===== config.mk =====
export PLATFORM = sky130hd
export DESIGN_NAME = mem_wb_reg
export DESIGN_NICKNAME = d
export VERILOG_FILES = /design/src/rtl/mem_wb_reg_pkg.sv /design/src/rtl/mem_wb_reg_pipe_reg.sv /design/src/rtl/mem_wb_reg.sv
export SDC_FILE = /design/constraint.sdc
export NUM_CORES = 1
export LEC_CHECK = 0
export ABC_AREA = 1
export BUFFER_PORTS_ARGS = -buffer_cell sky130_fd_sc_hd__buf_2
export CORE_ASPECT_RATIO = 1.1
export CORE_MARGIN = 3
export CORE_UTILIZATION = 25
export DETAILED_ROUTE_END_ITERATION = 10
export GPL_TIMING_DRIVEN = 0
export PLACE_DENSITY = 0.52
export SETUP_SLACK_MARGIN = 0.1
export SKIP_LAST_GASP = 1
export SYNTH_ARGS = -nofsm -noshare
export SYNTH_HDL_FRONTEND = slang
export SYNTH_SLANG_ARGS = --single-unit
export TNS_END_PERCENT = 50

===== constraint.sdc =====
create_clock -name clk -period 0.8 [get_ports clk]
set_clock_uncertainty 0.05 [all_clocks]
set_input_delay 0.04 -clock clk [delete_from_list [all_inputs] [get_ports clk]]
set_output_delay 0.04 -clock clk [all_outputs]
set_load 0.005 [all_outputs]

===== src/rtl/mem_wb_reg_pkg.sv =====
// Shared CPU definitions used by the pipeline registers.
// Holds the datapath widths and the writeback-select encodings.
package mem_wb_reg_pkg;

    localparam int unsigned CPU_DATA_W     = 32;
    localparam int unsigned CPU_REG_ADDR_W = 5;
    localparam int unsigned CPU_MEMTOREG_W = 2;

    // Writeback mux select; MEM/WB forwards it without decoding.
    typedef enum logic [CPU_MEMTOREG_W-1:0] {
        MEMTOREG_ALU  = 2'b00,
        MEMTOREG_MEM  = 2'b01,
        MEMTOREG_LINK = 2'b10
    } memtoReg_e;

    function automatic int unsigned memWbBundleWidth(input int unsigned dataW,
                                                     input int unsigned regAddrW,
                                                     input int unsigned memtoRegW);
        return 2 * dataW + regAddrW + 1 + memtoRegW;
    endfunction

endpackage


===== src/rtl/mem_wb_reg_pipe_reg.sv =====
// Generic width-W pipeline D register.
// The reset is synchronous and active-high, and it clears the register to zero.
module pipe_reg #(
    parameter int unsigned W = 1
) (
    input  logic         clk,
    input  logic         rst,
    input  logic [W-1:0] d,
    output logic [W-1:0] q
);

    always_ff @(posedge clk) begin
        if (rst) begin
            q <= '0;
        end else begin
            q <= d;
        end
    end

endmodule


===== src/rtl/mem_wb_reg.sv =====
// MEM/WB pipeline register: free-running, one-cycle capture of memory-stage results.
// Every output is driven directly by a flop.
module mem_wb_reg
    import mem_wb_reg_pkg::*;
#(
    parameter int unsigned DATA_W     = CPU_DATA_W,
    parameter int unsigned REG_ADDR_W = CPU_REG_ADDR_W,
    parameter int unsigned MEMTOREG_W = CPU_MEMTOREG_W
) (
    input  logic                  RegWrite_in,
    input  logic [MEMTOREG_W-1:0] MemtoReg_in,
    input  logic [DATA_W-1:0]     D_MEM_read_data_in,
    input  logic [DATA_W-1:0]     D_MEM_read_addr_in,
    input  logic [REG_ADDR_W-1:0] EX_MEM_RegisterRd_in,
    input  logic                  clk,
    input  logic                  rst,
    output logic [DATA_W-1:0]     D_MEM_read_data_out,
    output logic [DATA_W-1:0]     D_MEM_read_addr_out,
    output logic [REG_ADDR_W-1:0] MEM_WB_RegisterRd_out,
    output logic                  RegWrite_out,
    output logic [MEMTOREG_W-1:0] MemtoReg_out
);

    pipe_reg #(.W(DATA_W)) readDataReg (
        .clk (clk),
        .rst (rst),
        .d   (D_MEM_read_data_in),
        .q   (D_MEM_read_data_out)
    );

    pipe_reg #(.W(DATA_W)) readAddrReg (
        .clk (clk),
        .rst (rst),
        .d   (D_MEM_read_addr_in),
        .q   (D_MEM_read_addr_out)
    );

    pipe_reg #(.W(REG_ADDR_W)) rdReg (
        .clk (clk),
        .rst (rst),
        .d   (EX_MEM_RegisterRd_in),
        .q   (MEM_WB_RegisterRd_out)
    );

    pipe_reg #(.W(1)) regWriteReg (
        .clk (clk),
        .rst (rst),
        .d   (RegWrite_in),
        .q   (RegWrite_out)
    );

    pipe_reg #(.W(MEMTOREG_W)) memtoRegReg (
        .clk (clk),
        .rst (rst),
        .d   (MemtoReg_in),
        .q   (MemtoReg_out)
    );

endmodule


==> flow_summary_export.csv, run 1 <==
group,metric,value,unit
placed_design,pre_cts_ws,0.224,ns
synth,avgSynthCellArea,9.25,sq um
global_routing,grt.overflow.total,0,
cells_and_area,n_antenna_cell,0,
clocking,numCtsBuffers,9,
clocking,cts_tree,"done",
status,violations,"negative setup slack",
synth,synth_top_flop_cell,"dfxtp_1",
placed_design,hpwl,3570,um
floorplanning,die_width,92.8,um
routing,drt_iter0_markers,30,
sta,fmax,1160,MHz
sta,slew_headroom,0.907,
synth,ys_seq_area_frac,0.696,
global_routing,antenna_found_initial,0,
synth,synth_async_sr_flop_share,0,
synth,yosysWarnings,0,
synth,synth_common_cells,"dfxtp_1 (72), inv_1 (72), nor2_1 (72)",
setup_path,critPathBufInv,1,
setup_path,critPathTopFamily,"flip-flops",
global_routing,grt_pass1_wl,8900,um
sta,fin_crit_sh,1.08,
status,status,"complete, but fails checks",
setup_path,slowest_delay,0.32,ns
global_routing,grt_max_degree,13,
synth,synth_edf_count,0,
clocking,clk_pin_slew,0.08,ns
clocking,cts.path.max_buffers,2,
sta,setup_ws,-0.0605,ns
routing,vias_per_cell,3.53,
floorplanning,num_io_pins,146,
sta,rsz0062_at_grt,"true",
clocking,htree_levels,3,
setup_path,path_class,"register to output port",
global_routing,grt_usage,0.122,
synth,yosysTopAreaCell,"dfxtp_1",
setup_path,worstPathArrival,0.77,ns
routing,via_count,1993,
sta,finalHoldViolCount,0,
synth,syn_inst,224,
sta,hold-worst-slack,0.0261,ns
routing,wl_per_cell,10.5,um
synth,synth_top_area_share,0.696,
setup_path,worst_setup_path_start_kind,"register",
routing,route.detailed.drc,0,
setup_path,worstPathRequired,0.71,ns
global_routing,grt_pass1_vias,1984,
clocking,cts.root.buffer_cell,"clkbuf_8",
cells_and_area,utilization,0.503,
setup_path,critical_path.cell_chain,"buf_2",
routing,finalWirelength,5940,um
routing,first_pass_iters,4,
setup_path,cp_slowest_cell,"dfxtp_2",
power_and_ir_drop,ir_drop,963,uV
flow_run,cap_violations,0,
hold_path,hp-class,"input pin to register",
cells_and_area,area_delta_synth_final,94.3,%
clocking,post-cts-setup-buffers,0,
floorplanning,initial_core_util,0.259,
routing,antenna_left,0,
sta,setup_viol,72,
synth,synth_seq_cells,72,
floorplanning,dieHeight,101,um
power_and_ir_drop,power_density,2010,nW/um^2
synth,synth_nets,298,
setup_path,critical_path_peak_fanout,1,
sta,finalMaxSlewViolations,0,
floorplanning,die_area,9420,sq um
floorplanning,core_area,8000,sq um
placed_design,gp_congestion,0.620,
power_and_ir_drop,leakagePower,2.25,nW
setup_path,end_kind,"output port",
sta,fin_crit,0.861,ns
clocking,clock-sinks,72,
floorplanning,rows,34,
sta,max_slew.worst_pin.slew,0.139,ns
cells_and_area,drive_gt1_frac,0.414,
synth,synth.distinct_cells,4,
cells_and_area,fin_nets,526,
synth,syn_area,2070,sq um
synth,synthTopCellsByArea,"dfxtp_1 (70%), inv_1 (13%), nor2_1 (13%)",
placed_design,port_buffers,144,
-- stage by stage --
| step | cells | total power, mW | TNS [ns] | area, sq um |
|---|---|---|---|---|
| after floorplan | 224 | 4.15 | 0 | 2070 |
| after global placement | 476 | 4.54 | 0 | 2930 |
| after detailed placement | 476 | 4.55 | 0 | 2930 |
| after CTS | 565 | 8.16 | -4.30 | 3900 |
| after global routing | 565 | 8.53 | -6.22 | 4030 |
| final | 565 | 8.11 | -2.51 | 4030 |
-- kinds of logic after synthesis --
family	share of synthesized area
buf+inv	0.174
simple gates	0.130
flops	0.696
-- repair_timing --
item | CTS | global route
endpoints found under the setup margin | 72 | 72
hold buffers | 73 | 0
hold endpoints to repair | 72 | 0
resized for setup | 1 | 36
-- metal layers --
| metal | vias up | share of wire | track usage |
|---|---|---|---|
| met5 | - | 0 | 0 |
| met4 | 0 | 0.016 | 0.0507 |
| met3 | 7 | 0.076 | 0.0490 |
| met2 | 79 | 0.54 | 0.228 |
| met1 | 853 | 0.37 | 0.120 |
| li1 | 1054 | - | - |
-- sequential cells by signal, summed over array words and instances (netlist names) --
name / flops
memtoRegReg.q: 2
rdReg.q: 5
readAddrReg.q: 32
readDataReg.q: 32
regWriteReg.q: 1
-- cell usage in the layout (no fill, tap or decap), drive strengths merged --
| cell type | n |
|---|---|
| buf | 152 |
| dlygate4sd3 | 73 |
| inv | 72 |
| nor2 | 72 |
| dfxtp | 72 |
| clkbuf | 12 |
| bufinv | 2 |
| clkinvlp | 2 |
-- power breakdown --
part	leakage (nW)	total (mW)	switching, mW	internal, mW
sequential	0.606	3.84	0.0535	3.79
clock	0.115	3.29	1.28	2.01
combinational	1.53	0.974	0.347	0.627
-- area by class of cell --
| type | count | area [sq um] |
|---|---|---|
| flip-flops and latches | 72 | 1470 |
| inverters | 72 | 270 |
| multi-input cells | 72 | 270 |
| fillers | 759 | 3970 |
| plain buffers | 8 | 90.1 |
| repair buffers | 217 | 1550 |
| well taps | 108 | 135 |
| clock buffers | 12 | 165 |
| clock inverters | 4 | 75.1 |
-- worst paths after layout --
path                         start                endpoint  slack, ns  cells past startpoint
setup / recovery  readAddrReg.q[6]  D_MEM_read_addr_out[6]      -0.06                      1
hold / removal                 rst              rdReg.q[1]       0.03                      3
Note: power is estimated with default switching activity, not from simulation.
==> inputs of run 2 (changes only) <==
CORE_ASPECT_RATIO = 1.75   (was 1.1)
SETUP_SLACK_MARGIN = not set   (was 0.1)
==> run 2 against run 1 <==
Clock power increased by 12%; largest cell class unchanged; the flow still finishes with violations (negative setup slack); core utilization is 0.52 points higher; clock-buffer cell count up 1; hold slack gained 0.015 ns.
==> flow_summary_export.csv, run 2 (synthesis results as in run 1) <==
group,metric,value,unit
status,status,"complete, but fails checks",
status,violations,"negative setup slack",
sta,fin_crit,0.836,ns
routing,wl_per_cell,11.1,um
setup_path,critical_path_peak_fanout,1,
global_routing,busiest_layer,"met2",
clocking,cts.root.buffer_cell,"clkbuf_16",
global_routing,grt_usage,0.131,
sta,setup_ws,-0.0362,ns
floorplanning,die_width,74.8,um
setup_path,path_class,"register to output port",
global_routing,antenna_found_initial,0,
global_routing,use_met3,0.0404,
cells_and_area,final_cell_area,4080,sq um
cells_and_area,largestRegisters,"readAddrReg.q (32), readDataReg.q (32), rdReg.q (5)",
setup_path,critPathTopFamily,"flip-flops",
global_routing,grt_pass1_vias,2036,
global_routing,grt_max_degree,12,
setup_path,slowest_delay,0.32,ns
power_and_ir_drop,power_density,2090,nW/um^2
floorplanning,core_area,8020,sq um
setup_path,cp_slowest_cell,"dfxtp_2",
global_routing,grt.overflow.total,0,
power_and_ir_drop,ir_drop,955,uV
setup_path,end_kind,"output port",
routing,antenna_left,0,
placed_design,gp_congestion,0.702,
sta,rsz0062_at_grt,"true",
setup_path,worstPathArrival,0.75,ns
setup_path,cp.depth,1,
floorplanning,die_area,9460,sq um
placed_design,placed_area,2910,sq um
clocking,clock-sinks,72,
floorplanning,initial_core_util,0.258,
clocking,post-cts-setup-buffers,0,
cells_and_area,layout_commonest_cell,"buf_2",
global_routing,grt_use_met2,0.231,
clocking,clk_pin_slew,0.05,ns
routing,vias_per_cell,3.69,
placed_design,port_buffers,144,
setup_path,crit_path_start,"readAddrReg.q[7]",
routing,finalWirelength,6050,um
routing,drt_iter0_markers,39,
sta,setup_viol,72,
sta,finalMaxSlewViolations,0,
setup_path,critical_path.cell_chain,"buf_6",
sta,fmax,1200,MHz
sta,finalHoldViolCount,0,
clocking,cts_tree,"done",
floorplanning,dieHeight,126,um
cells_and_area,area_delta_synth_final,96.7,%
cells_and_area,drive_gt1_frac,0.418,
setup_path,worstPathRequired,0.71,ns
sta,fin_crit_sh,1.05,
setup_path,crit_end,"D_MEM_read_addr_out[7]",
setup_path,critPathBufInv,1,
cells_and_area,fin_nets,526,
power_and_ir_drop,p_total,8.52,mW
floorplanning,num_io_pins,146,
power_and_ir_drop,leakagePower,2.28,nW
cells_and_area,utilization,0.509,
cells_and_area,final_cell_mix,"buf_2 (124), dlygate4sd3_1 (73), inv_1 (72), nor2_1 (72), dfxtp_1 (48)",
sta,max_slew.worst_pin.slew,0.124,ns
routing,via_count,2016,
cells_and_area,n_antenna_cell,0,
clocking,cts.path.max_buffers,2,
flow_run,cap_violations,0,
routing,route.detailed.drc,0,
floorplanning,rows,43,
hold_path,hp-class,"input pin to register",
placed_design,hpwl,4010,um
global_routing,grt_pass1_wl,9200,um
routing,first_pass_iters,4,
global_routing,use_met1,0.126,
sta,slew_headroom,0.917,
setup_path,worst_setup_path_start_kind,"register",
clocking,numCtsBuffers,9,
clocking,htree_levels,3,
-- run 2: cell count changes in the layout (fill, tap and decap cells not counted), sizes merged --
cell,change
clkbuf,+1
bufinv,-2
clkinvlp,-2
clkinv,+3
-- run 2: metrics by stage --
| step | worst slack, ns | TNS [ns] | hold slack (ns) | cells |
|---|---|---|---|---|
| floorplan | 0.315 | 0 | 0.0970 | 224 |
| global placement | 0.225 | 0 | 0.190 | 458 |
| detailed placement | 0.220 | 0 | 0.195 | 458 |
| CTS | -0.0526 | -2.44 | 0.0499 | 547 |
| global route | -0.0700 | -3.96 | 0.0440 | 547 |
| finish | -0.0362 | -1.41 | 0.0410 | 547 |
-- run 2: layout make-up --
type / count / area (sq um)
fill: 734 / 3940
timing repair buffer: 217 / 1580
sequential: 72 / 1470
multi-input combinational: 72 / 270
clock buffer: 13 / 270
inverter: 72 / 270
tap: 90 / 113
buffer: 8 / 90.1
clock inverter: 3 / 15.0
-- run 2: routing by layer --
layer | wire [um] | part of all wire | up-vias
li1 | - | - | 1055
met1 | 2070 | 0.34 | 862
met2 | 3390 | 0.56 | 81
met3 | 339 | 0.056 | 18
met4 | 247 | 0.041 | 0
met5 | 0 | 0 | -
-- run 2: repair_timing --
action | in CTS | in global routing
hold endpoints to repair | 72 | 0
setup endpoints to repair | 72 | 72
hold buffers | 73 | 0
resized for setup | 2 | 42
-- run 2: how the worst min path moves through the flow --
stage,cells past startpoint,end,from
2_1_floorplan,2,memtoRegReg.q[0],MemtoReg_in[0]
3_3_place_gp,3,readAddrReg.q[30],D_MEM_read_addr_in[30]
3_5_place_dp,3,readAddrReg.q[9],D_MEM_read_addr_in[9]
4_1_cts,3,readAddrReg.q[1],rst
5_1_grt,3,readAddrReg.q[12],rst
6_report,3,readAddrReg.q[12],rst
-- run 2: where the power goes --
group          total, mW  leakage, nW  switching [mW]  internal (mW)
combinational      0.993         1.53           0.353          0.640
clock               3.68        0.145            1.34           2.33
sequential          3.85        0.606          0.0541           3.80
total               8.52         2.28            1.75           6.77
